### src/rtl/sm3_pkg.sv
// rtl/sm3_pkg.sv - shared widths, SM3 IV and controller state encoding
package sm3_pkg;

    localparam int BLOCK_W  = 512;
    localparam int WORD_W   = 32;
    localparam int LEN_W    = 64;
    localparam int DIGEST_W = 256;

    localparam logic [DIGEST_W-1:0] SM3_IV =
        256'h7380166f4914b2b9172442d7da8a0600a96f30bc163138aae38dee4db0fb0e4e;

    typedef enum logic [2:0] {
        ST_IDLE,
        ST_FILL,
        ST_PADZ,
        ST_LEN,
        ST_RUN,
        ST_DONE
    } sm3_state_e;

endpackage

### src/rtl/sm3_last_word_pad.sv
// rtl/sm3_last_word_pad.sv - byte mask and 0x80 marker insertion for one message word
module sm3_last_word_pad
    import sm3_pkg::*;
(
    input  logic [WORD_W-1:0] data,
    input  logic [2:0]        nbytes,
    input  logic              last,
    output logic [WORD_W-1:0] word,
    output logic              marker_pending
);

    logic [2:0] nb;

    assign nb             = (nbytes > 3'd4) ? 3'd4 : nbytes;
    assign marker_pending = last && (nb == 3'd4);

    // Byte 0 sits in the top lane; the marker follows the last valid byte.
    always_comb begin
        word = '0;
        for (int i = 0; i < 4; i++) begin
            if (i < int'(nb)) begin
                word[31-8*i -: 8] = data[31-8*i -: 8];
            end else if (last && (i == int'(nb))) begin
                word[31-8*i -: 8] = 8'h80;
            end
        end
    end

endmodule

### src/rtl/sm3_pad_ctrl.sv
// rtl/sm3_pad_ctrl.sv - SM3 block assembly, padding and compression sequencing (option: SM3_BYTE_SWAP_EN)
module sm3_pad_ctrl
    import sm3_pkg::*;
(
    input  logic                clk,
    input  logic                rst,
    input  logic                in_valid,
    output logic                in_ready,
    input  logic [WORD_W-1:0]   in_data,
    input  logic [2:0]          in_bytes,
    input  logic                in_last,
    output logic                cf_start,
    output logic [DIGEST_W-1:0] cf_v1,
    output logic [BLOCK_W-1:0]  cf_block,
    input  logic                cf_end,
    input  logic [DIGEST_W-1:0] cf_v2,
    output logic [DIGEST_W-1:0] digest,
    output logic                digest_valid
);

    sm3_state_e          state;
    logic [3:0]          widx;
    logic [LEN_W-1:0]    len;
    logic                pad_done;
    logic                msg_end;
    logic                is_final;
    logic [DIGEST_W-1:0] v_r;
    logic [WORD_W-1:0]   blk [16];

    logic [WORD_W-1:0]   src_word;
    logic [WORD_W-1:0]   pad_word;
    logic                pad_pending;
    logic                accept;
    logic [3:0]          widx_eff;
    logic [LEN_W-1:0]    len_eff;
    logic [2:0]          nb;

`ifdef SM3_BYTE_SWAP_EN
    assign src_word = {in_data[7:0], in_data[15:8], in_data[23:16], in_data[31:24]};
`else
    assign src_word = in_data;
`endif

    sm3_last_word_pad u_last_word_pad (
        .data           (src_word),
        .nbytes         (in_bytes),
        .last           (in_last),
        .word           (pad_word),
        .marker_pending (pad_pending)
    );

    // The first word of a message is taken in IDLE, so it must see a cleared index and length.
    assign accept   = in_valid & in_ready;
    assign widx_eff = (state == ST_IDLE) ? 4'd0 : widx;
    assign len_eff  = (state == ST_IDLE) ? '0 : len;
    assign nb       = (in_bytes > 3'd4) ? 3'd4 : in_bytes;
    assign cf_v1    = v_r;

    always_comb begin
        cf_block = '0;
        for (int i = 0; i < 16; i++) begin
            cf_block[BLOCK_W-1-WORD_W*i -: WORD_W] = blk[i];
        end
    end

    always_ff @(posedge clk or posedge rst) begin
        if (rst) begin
            state        <= ST_IDLE;
            widx         <= '0;
            len          <= '0;
            pad_done     <= 1'b0;
            msg_end      <= 1'b0;
            is_final     <= 1'b0;
            v_r          <= SM3_IV;
            for (int i = 0; i < 16; i++) blk[i] <= '0;
            digest       <= '0;
            digest_valid <= 1'b0;
            cf_start     <= 1'b0;
            in_ready     <= 1'b0;
        end else begin
            digest_valid <= 1'b0;
            case (state)
                ST_IDLE, ST_FILL: begin
                    if (state == ST_IDLE) begin
                        v_r      <= SM3_IV;
                        len      <= '0;
                        widx     <= '0;
                        pad_done <= 1'b0;
                        msg_end  <= 1'b0;
                        in_ready <= 1'b1;
                    end
                    if (accept) begin
                        blk[widx_eff] <= pad_word;
                        len           <= len_eff + {58'd0, nb, 3'd0};
                        if (!in_last) begin
                            if (widx_eff == 4'd15) begin
                                state    <= ST_RUN;
                                is_final <= 1'b0;
                                cf_start <= 1'b1;
                                in_ready <= 1'b0;
                            end else begin
                                widx  <= widx_eff + 4'd1;
                                state <= ST_FILL;
                            end
                        end else begin
                            msg_end  <= 1'b1;
                            pad_done <= !pad_pending;
                            in_ready <= 1'b0;
                            if (widx_eff == 4'd15) begin
                                state    <= ST_RUN;
                                is_final <= 1'b0;
                                cf_start <= 1'b1;
                            end else begin
                                widx  <= widx_eff + 4'd1;
                                state <= (widx_eff == 4'd13 && !pad_pending) ? ST_LEN : ST_PADZ;
                            end
                        end
                    end
                end
                ST_PADZ: begin
                    blk[widx] <= pad_done ? 32'h0000_0000 : 32'h8000_0000;
                    pad_done  <= 1'b1;
                    // Padding that reaches words 14/15 spills the length into a fresh block.
                    if (widx == 4'd15) begin
                        state    <= ST_RUN;
                        is_final <= 1'b0;
                        cf_start <= 1'b1;
                    end else begin
                        widx <= widx + 4'd1;
                        if (widx == 4'd13) state <= ST_LEN;
                    end
                end
                ST_LEN: begin
                    blk[widx] <= widx[0] ? len[31:0] : len[63:32];
                    if (widx == 4'd15) begin
                        state    <= ST_RUN;
                        is_final <= 1'b1;
                        cf_start <= 1'b1;
                    end else begin
                        widx <= widx + 4'd1;
                    end
                end
                ST_RUN: begin
                    if (cf_end) begin
                        v_r      <= cf_v2;
                        cf_start <= 1'b0;
                        widx     <= '0;
                        if (is_final) begin
                            state <= ST_DONE;
                        end else if (msg_end) begin
                            state <= ST_PADZ;
                        end else begin
                            state    <= ST_FILL;
                            in_ready <= 1'b1;
                        end
                    end
                end
                ST_DONE: begin
                    digest       <= v_r;
                    digest_valid <= 1'b1;
                    state        <= ST_IDLE;
                    in_ready     <= 1'b1;
                end
                default: state <= ST_IDLE;
            endcase
        end
    end

endmodule

### config.mk
export PLATFORM = sky130hd
export DESIGN_NAME = sm3_pad_ctrl
export DESIGN_NICKNAME = d
export VERILOG_FILES = /design/src/rtl/sm3_pkg.sv /design/src/rtl/sm3_last_word_pad.sv /design/src/rtl/sm3_pad_ctrl.sv
export SDC_FILE = /design/constraint.sdc
export NUM_CORES = 2
export LEC_CHECK = 0
export CORE_AREA = 2 2 516 518
export CTS_CLUSTER_SIZE = 12
export DETAILED_ROUTE_END_ITERATION = 10
export DIE_AREA = 0 0 518 520
export DONT_BUFFER_PORTS = 1
export MAX_ROUTING_LAYER = met4
export PLACE_DENSITY_LB_ADDON = 0.25
export SYNTH_ARGS = -nofsm -noshare
export SYNTH_HDL_FRONTEND = slang
export SYNTH_SLANG_ARGS = --single-unit
### constraint.sdc
create_clock -name clk -period 64.6 [get_ports clk]
set_input_delay 6.46 -clock clk [delete_from_list [all_inputs] [get_ports clk]]
set_output_delay 6.46 -clock clk [all_outputs]
set_load 0.1 [all_outputs]
==> summary.txt <==
Run status
  • Status: finished, final reports clean

Die
  • Die Y: 520 µm
  • Initial Util: approximately 17%
  • Top Ports: 1323
  • Row count: around 190
  • Full die area: 269000 µm²
  • Core ar.: 264000 µm²
  • Die span in x: slightly above 500 µm

CTS
  • Clock Root Buffer: clkbuf_16
  • Post-CTS Setup Inserts: 0
  • Skew-Pair Late Insertion Delay: around 0.8 ns
  • CTS tree: yes
  • CTS Buf Count: roughly 140
  • Post-CTS Resized: 0
  • Hold buffers post-CTS: 0
  • CTS H-tree depth: 4
  • CTS clk-pin slew, worst paths: 0.06 ns
  • CTS max path bufs: 4
  • Clk sinks: approximately 1100

Pwr
  • Total power: about 3900 µW
  • Leak pwr: about 0.024 µW
  • Worst vdd rail ir drop: between 0.00003 and 0.00004 V
  • Pwr dens: about 71 nW/µm²

Yosys
  • EDFF count, synth: 0
  • Post-synth cell types: 64
  • Cell Area, Synth: 45900 µm²
  • Synthesis-stage register bit count: approximately 1100
  • Syn Inst Count: ~4200
  • Synth Warn #: 0
  • Syn nets: between 4000 and 5000
  • Synth Flop Type: dfrtp_1
  • Mean Syn Cell Area: ~11 µm²
  • Register area share after synthesis: between 60% and 70%
  • Synth async-reset ratio: 100%

Route
  • Vias per cell: ~4.8
  • DRC viols: 0
  • Antenna viol nets, final: 0
  • DR iter-0 viols: 3633
  • Final wirelength: 278000 µm
  • Initial DRT Pass Iterations: 6
  • Post-DR wirelength/cell: 35.4 µm
  • Via count: ~38000

STA
  • Final Setup Violations: 0
  • Clk_skew: between 0.04 and 0.05 ns
  • Fmax: between 90 and 100 MHz
  • Final worst path period share: approximately 17%
  • Rel. slew slack: 9.63%
  • TNS Setup: 0 ns
  • Worst Slack Setup Final: 53.86 ns
  • Final Max Tran Viols: 0
  • Final Hold Violating Endpoints: 0
  • Unrepaired setup endpoints after global routing: no
  • Worst Tran Pin Value: 1.35 ns
  • Fin crit period: 10.74 ns

Critical path
  • WS Path Type: in -> async
  • CP Max Fanout: 134
  • Worst Setup Start Kind: primary input
  • Required @ worst endpoint: 65.39 ns
  • Worst EP arrival: around 12 ns
  • Setup crit end kind: asynchronous set/reset pin
  • Reg-to-Reg Start: state[0]
  • Crit path from: rst

Min path
  • Hold path startpoint: cf_v1[200]
  • Worst hold path type: reg -> reg

GRT
  • First-pass GRT wire length: ~370000 µm
  • Initial antenna violation count: 15
  • Via count of the first global-routing pass: roughly 38000
  • Gr ovfl total: 0
  • Overall Global Routing Usage: roughly a fifth
  • Largest net degree at the start of global routing: 151

Place
  • Area of placed instances: a little over 50000 µm²
  • Port Buffers: 0
  • Worst slack, placed: roughly 53 ns
  • Final HPWL DP: around 210000 µm
  • GPL Wtd Cong: between 0.8 and 0.9

Final layout
  • Ratio of cells with drive above 1 in the final layout: around 15%
  • Post-route cell area: about 56000 µm²
  • Multi-input gate area: 17100 µm²
  • Seq. cell area: about 28000 µm²
  • Most common cell after layout, fill and taps aside: dfrtp_1
  • Synth-to-Final Area Change: 21.0%
  • Fill count: around 29000
  • Commonest non-fill, non-tap cells in the layout: dfrtp_1, nand2_1, a22o_1, o22ai_1, buf_4
  • Final nets: ~4500

Run
  • Max Cap Viol: 0
==> Yosys cell counts, drive strengths merged, types with 17 or more instances <==
master  instances  area, µm²
nor2           84        318
xnor2          28        245
mux2           17        191
inv            18       67.6
nand4          21        138
nand3          49        245
o22a          119       1040
and2           20        125
xor2           26        228
buf            26        111
nor3           27        145
a22o          668       5850
o21ai          57        285
a21oi          31        159
clkbuf        390       1470
dfstp         119       3130
o22ai         461       2880
nand2         941       3530
dfrtp         979      24500
and3           18        113
==> worst max-delay path: stages <==
cell	delay (ns)
inv_8	0.58
buf_4	0.81
buf_4	0.51
buf_4	0.58
buf_4	0.86
buf_4	0.61
buf_4	0.81
==> area by class of cell <==
class	instances	area share [%]
clock buffer	198	7.22
sequential	1098	49.7
timing repair buffer	221	3.07
antenna	15	0.0675
tap	3533	7.95
multi-input combinational	2709	30.8
clock inverter	51	1.02
inverter	19	0.155
==> stage by stage <==
step,util (%),instances,hold slack [ns]
after floorplan,-,4242,0.465
after CTS,21.0,7828,0.466
after global placement,19.3,7579,0.454
final,21.1,7844,0.470
after detailed placement,19.3,7579,0.456
after global routing,21.1,7835,0.511
==> path summary, 6_finish.rpt <==
| check | to | slack (ns) | cells after the start |
|---|---|---|---|
| worst max-delay path | asynchronous set/reset pin | 53.86 | 7 |
| worst min-delay path | digest[200] | 0.47 | 2 |
| worst max register to register | flop | 59.08 | 9 |
| worst min register to register | digest[200] | 0.47 | 2 |
| max in group clk | len[63] | 55.96 | 10 |
| min in group asynchronous | digest[165] | 5.69 | 1 |
==> cells by family after synthesis <==
group	synth area share, %
flip-flops	60.1
XOR/XNOR	1.03
multiplexers	0.765
AO/OA/AOI/OAI	23.1
adder cells (fa/ha/maj)	0.338
AND/OR/NAND/NOR	11.0
buffers and inverters	3.59
==> power breakdown <==
part	internal [µW]	total [µW]	switching, µW
sequential	853	2250	1400
clock	459	796	338
combinational	205	894	690
==> per-layer routing <==
| layer | wire length, µm | GRT usage [%] |
|---|---|---|
| met5 | 0 | - |
| met4 | 12600 | 8.47 |
| met3 | 23600 | 5.70 |
| met2 | 136000 | 33.8 |
| met1 | 106000 | 23.2 |
No activity file was read; power rests on OpenSTA's default activity.
